--- config.mk ---
export PLATFORM = sky130hd
export DESIGN_NAME = kbd_ctrl
export DESIGN_NICKNAME = d
export VERILOG_FILES = /design/src/rtl/kbd_ctrl.sv
export SDC_FILE = /design/constraint.sdc
export NUM_CORES = 1
export LEC_CHECK = 0
export ABC_CLOCK_PERIOD_IN_PS = 1600
export BUFFER_PORTS_ARGS = -buffer_cell sky130_fd_sc_hd__buf_2
export CAP_MARGIN = 5
export CORE_MARGIN = 1.5
export CORE_UTILIZATION = 50
export DETAILED_ROUTE_END_ITERATION = 10
export MAX_ROUTING_LAYER = met4
export PLACE_DENSITY = 0.75
export SLEW_MARGIN = 10
export SYNTH_ARGS = -nofsm -noshare
export SYNTH_HDL_FRONTEND = slang
export SYNTH_SLANG_ARGS = --single-unit
--- constraint.sdc ---
create_clock -name clk -period 1.6 [get_ports clk]
set_clock_uncertainty 0.05 [all_clocks]
set_input_delay 0.32 -clock clk [delete_from_list [all_inputs] [get_ports clk]]
set_output_delay 0.32 -clock clk [all_outputs]
set_load 0.02 [all_outputs]
--- src/rtl/kbd_ctrl.sv ---
// kbd_ctrl: PS/2 set-2 scan-code sequencer feeding the seven-segment drivers.
// Decodes E0/F0 prefixes, tracks the held key, drops typematic repeats,
// counts presses and drives the display enables. It also keeps a sticky
// error flag for prefix-protocol and timeout errors.
// Ports:
//   clk, resetn             clock, async active-low reset
//   code_valid, code        one-cycle strobe and the received scan byte
//   err_clr                 clears the sticky error flag
//   key_code, key_ext       last accepted make code and its E0 flag
//   key_held                the key in key_code/key_ext is pressed
//   press_count             accepted new presses, mod 256
//   make_pulse, break_pulse one-cycle press/release strobes
//   code_en, cnt_en         display enables for the code and count digits
//   err                     sticky protocol/timeout error
module kbd_ctrl #(
  parameter int unsigned TIMEOUT = 1000000,
  parameter int unsigned CW      = $clog2(TIMEOUT + 1)
) (
  input  logic       clk,
  input  logic       resetn,
  input  logic       code_valid,
  input  logic [7:0] code,
  input  logic       err_clr,
  output logic [7:0] key_code,
  output logic       key_ext,
  output logic       key_held,
  output logic [7:0] press_count,
  output logic       make_pulse,
  output logic       break_pulse,
  output logic       code_en,
  output logic       cnt_en,
  output logic       err
);

  localparam int unsigned BW = 8;
  localparam logic [BW-1:0] PFX_EXT = 8'hE0;
  localparam logic [BW-1:0] PFX_BRK = 8'hF0;

  typedef enum logic [1:0] {S_IDLE, S_EXT, S_BRK, S_EXT_BRK} state_t;

  state_t        state_q, state_d;
  logic [CW-1:0] cnt_q, cnt_d;
  logic [BW-1:0] key_code_q, key_code_d;
  logic [BW-1:0] press_q, press_d;
  logic          key_ext_q, key_ext_d;
  logic          held_q, held_d;
  logic          make_q, make_d;
  logic          brk_q, brk_d;
  logic          code_en_q;
  logic          cnt_en_q, cnt_en_d;
  logic          err_q, err_d;

  logic          do_make, do_brk, ext, err_set, expire, hit;

  // State and output registers
  always_ff @(posedge clk or negedge resetn) begin
    if (!resetn) begin
      state_q    <= S_IDLE;
      cnt_q      <= '0;
      key_code_q <= '0;
      key_ext_q  <= 1'b0;
      held_q     <= 1'b0;
      press_q    <= '0;
      make_q     <= 1'b0;
      brk_q      <= 1'b0;
      code_en_q  <= 1'b0;
      cnt_en_q   <= 1'b0;
      err_q      <= 1'b0;
    end else begin
      state_q    <= state_d;
      cnt_q      <= cnt_d;
      key_code_q <= key_code_d;
      key_ext_q  <= key_ext_d;
      held_q     <= held_d;
      press_q    <= press_d;
      make_q     <= make_d;
      brk_q      <= brk_d;
      code_en_q  <= held_d;
      cnt_en_q   <= cnt_en_d;
      err_q      <= err_d;
    end
  end

  // Prefix decode, timeout, key tracking and error flag
  always_comb begin
    state_d    = state_q;
    cnt_d      = cnt_q;
    key_code_d = key_code_q;
    key_ext_d  = key_ext_q;
    held_d     = held_q;
    press_d    = press_q;
    make_d     = 1'b0;
    brk_d      = 1'b0;
    cnt_en_d   = cnt_en_q;
    do_make    = 1'b0;
    do_brk     = 1'b0;
    ext        = 1'b0;
    err_set    = 1'b0;

    // Expires on the edge where the counter would reach TIMEOUT; a strobe wins.
    expire = (state_q != S_IDLE) && !code_valid && (cnt_q == CW'(TIMEOUT - 1));

    if (code_valid) begin
      case (state_q)
        S_IDLE: begin
          if (code == PFX_EXT)      state_d = S_EXT;
          else if (code == PFX_BRK) state_d = S_BRK;
          else                      do_make = 1'b1;
        end
        S_EXT: begin
          if (code == PFX_BRK)      state_d = S_EXT_BRK;
          else if (code == PFX_EXT) err_set = 1'b1;
          else begin
            do_make = 1'b1;
            ext     = 1'b1;
            state_d = S_IDLE;
          end
        end
        S_BRK: begin
          state_d = S_IDLE;
          if (code == PFX_EXT || code == PFX_BRK) err_set = 1'b1;
          else                                    do_brk  = 1'b1;
        end
        S_EXT_BRK: begin
          state_d = S_IDLE;
          if (code == PFX_EXT || code == PFX_BRK) err_set = 1'b1;
          else begin
            do_brk = 1'b1;
            ext    = 1'b1;
          end
        end
        default: state_d = S_IDLE;
      endcase
    end else if (expire) begin
      state_d = S_IDLE;
      err_set = 1'b1;
    end

    if (code_valid || state_q == S_IDLE || expire) cnt_d = '0;
    else                                            cnt_d = cnt_q + CW'(1);

    hit = held_q && (code == key_code_q) && (ext == key_ext_q);

    // A make matching the held key is a typematic repeat and changes nothing.
    if (do_make && !hit) begin
      key_code_d = code;
      key_ext_d  = ext;
      held_d     = 1'b1;
      press_d    = press_q + BW'(1);
      make_d     = 1'b1;
      cnt_en_d   = 1'b1;
    end

    // Breaks for any key other than the held one are silently ignored.
    if (do_brk && hit) begin
      held_d = 1'b0;
      brk_d  = 1'b1;
    end

    if (err_set)      err_d = 1'b1;
    else if (err_clr) err_d = 1'b0;
    else              err_d = err_q;
  end

  assign key_code    = key_code_q;
  assign key_ext     = key_ext_q;
  assign key_held    = held_q;
  assign press_count = press_q;
  assign make_pulse  = make_q;
  assign break_pulse = brk_q;
  assign code_en     = code_en_q;
  assign cnt_en      = cnt_en_q;
  assign err         = err_q;

endmodule

==> flow_summary.ini <==
[run_status]
status = finished with violations
failed_checks = setup timing

[pwr]
p_total_uw = 2774
p_switching_uw = 906.7
switching_share = 0.3269
seq_power_share = 0.503
p_int_uw = 1867
ir_drop_mv = 0.7222
leakagePower_uw = 0.001262
cellPowerDensity_nw_per_um2 = 995.9
power.share.clock = 0.243
combPwrFrac = 0.254

[synthesis]
syn_nets = 207
synth-edff-count = 0
synth_cells = 193
synthFlopType = dfrtp_1
ys_warn_count = 0
ys_types = 34
synthArstFlopShare = 1.000
ys_seq_area_frac = 0.5131
ys_ff_latch = 44
syn_area_per_cell_um2 = 11.12
syn_area_um2 = 2146

[route]
dr.pass1.iters = 5
vias = 1637
detail_route.wl_per_cell_um = 13.27
drt_iter0_drc = 125
drtAntennaViolNets = 0
wl_um = 4247
viasPerCell = 5.116
drc = 0

[worst_hold_path]
hp-start = code[0]
hp-class = primary input to flop
min_to = key_code[0]
min_path_cells = 2

[clock_tree]
clk_pin_slew_ps = 90
cts_buffers = 5
cts.sinks = 44
cts_buffer_depth = 2
h-tree-depth = 2
cts_tree = yes
clock-root-buffer = clkbuf_8
clk_latency_ps = 300

[place]
place_inst = 303
dp_hpwl_um = 2877
dpl_cell_area_um2 = 2579
pre_cts_slack_ps = -277.1
place.gp.congestion = 0.8072
io_buffers = 34

[finish]
fin_nets = 283
stdcell_area_um2 = 2785
mostFrequentLayoutCells = 40 x dfrtp_1, 37 x buf_4, 34 x buf_2
fin_cells = 320
mostFrequentLayoutCell = dfrtp_1
diodes = 0
fillers = 302
syn_to_final_growth_pct = 29.80
multi_input_area_um2 = 1008
drive_gt1_frac = 0.3926
seq_area_um2 = 1106

[worst_setup_path]
crit_buf_inv = 1
r2r_end = key_code[5]
path_cells = xnor2_1 -> nand4_1 -> o31ai_4 -> buf_4 -> mux2_4
worst_ep_required_time_ps = 1740
critPathMaxFanout = 4
start_kind = flop
r2r_slack_ps = -180
critical_path_arrival_ps = 1920
worst_path_dominant_cell_family = flip-flops
reg2reg_from = key_code[5]
crit_type = flop to flop
cpPeakStageDelay_ps = 430
slowest_stage = dfrtp_2
cp-end-kind = flop
ff2ff_path_depth = 5

[global_route]
grtUsageTotal = 0.1997
grt_first_pass_wirelength_um = 6768
overflow = 0
antenna_found_initial = 0
grt_pass1_vias = 1587
grt_max_degree = 45

[timing]
hold_slack_ps = 232.5
period_share = 1.112
tightest_slew_ps = 341.2
rsz0062_at_grt = yes
finalWorstSetupSlack_ps = -179.3
fmax_mhz = 562.0
finalCriticalPeriod_ps = 1779
finalHoldViolCount = 0
maxSlewViolCount = 0
finalSetupViolCount = 13
max-slew-margin-rel = 0.7704

[die]
rows = 23
fp.coreArea_um2 = 4058
dieWidth_um = 68.51
start_util = 0.5288
io_pins = 35
die_h_um = 68.51
die-area_um2 = 4694

[flow_run]
max_cap_violations = 0
==> layout make-up <==
cell class / instances / area share
flip-flops and latches: 44 / 0.3971
clock buffers: 6 / 0.02606
clock inverters: 2 / 0.004492
repair buffers: 75 / 0.1797
inverters: 6 / 0.008086
multi-input cells: 137 / 0.3621
well taps: 50 / 0.02246
==> registers in the layout (all words and copies together), names as in the netlist <==
register / count
state_q: 2
err: 1
key_code: 8
break_pulse: 1
key_ext: 1
press_count: 8
cnt_q: 20
make_pulse: 1
cnt_en: 1
code_en: 1
==> cells by family after synthesis <==
group           count (synthesis)  share of synthesized area
xor+xnor                       34                     0.1388
simple gates                   83                     0.2035
flops                          44                     0.5131
fa+ha+maj                       2                    0.01166
mux                            10                    0.05947
compound gates                  8                    0.03615
buf+inv                        12                    0.03731
==> stage by stage <==
| stage | TNS, ps | util |
|---|---|---|
| 3_5_place_dp | -3535 | 0.6355 |
| 3_3_place_gp | -2944 | 0.6355 |
| 6_report | -1321 | 0.6864 |
| 4_1_cts | -178.5 | 0.6636 |
| 5_1_grt | -2493 | 0.6864 |
| 2_1_floorplan | -457.8 | - |
==> cells in the mapped netlist, types with 2 or more instances <==
library cell | count | area share
nand4_1 | 9 | 0.026
nor2b_1 | 2 | 0.0058
xor2_1 | 19 | 0.078
mux2_4 | 4 | 0.028
buf_4 | 3 | 0.010
nor2_1 | 27 | 0.047
xnor2_1 | 15 | 0.061
and3_1 | 2 | 0.0058
a22o_1 | 2 | 0.0082
and2_1 | 2 | 0.0058
o21bai_1 | 2 | 0.0070
nand2b_1 | 5 | 0.015
nand2_1 | 9 | 0.016
nand4b_1 | 3 | 0.012
nor3_1 | 4 | 0.0093
mux2_2 | 6 | 0.031
nor4_1 | 2 | 0.0058
ha_1 | 2 | 0.012
inv_1 | 6 | 0.010
nand3_1 | 12 | 0.028
dfrtp_1 | 44 | 0.51
==> repair_timing <==
item,in CTS,in global routing
buffers inserted,2,6
hold buffers,1,0
pin swaps,2,8
cloned,0,0
endpoints found under the hold margin,44,0
gates resized for setup,1,11
setup endpoints to repair,13,33
==> power by group through the flow <==
stage          combinational, uW  clock (uW)  sequential, uW
2_1_floorplan                266           0            1560
3_5_place_dp                 683           0            1420
4_1_cts                      694         691            1400
3_3_place_gp                 671           0            1420
6_report                     704         674            1400
5_1_grt                      764         729            1420
==> metal layers <==
layer  global-route usage  share of wire  vias to the layer above  wire (um)
li1                     -              -                      807          -
met2               0.3113           0.50                       24       2140
met4              0.06000          0.011                        0         46
met5                    -              0                        -          0
met3              0.05195          0.030                        5        128
met1               0.2572           0.45                      801       1932
==> worst max path at each step <==
| stage | cells past startpoint | from | end | slack [ps] |
|---|---|---|---|---|
| floorplan | 5 | key_code[2] | key_code[5] | -110 |
| global placement | 7 | code[6] | press_count[3] | -240 |
| detailed placement | 7 | code[5] | press_count[3] | -280 |
| CTS | 5 | key_code[7] | key_code[5] | -60 |
| global route | 5 | state_q[0] | key_code[5] | -210 |
| finish | 5 | key_code[5] | key_code[5] | -180 |
No activity file was read; power rests on OpenSTA's default activity.
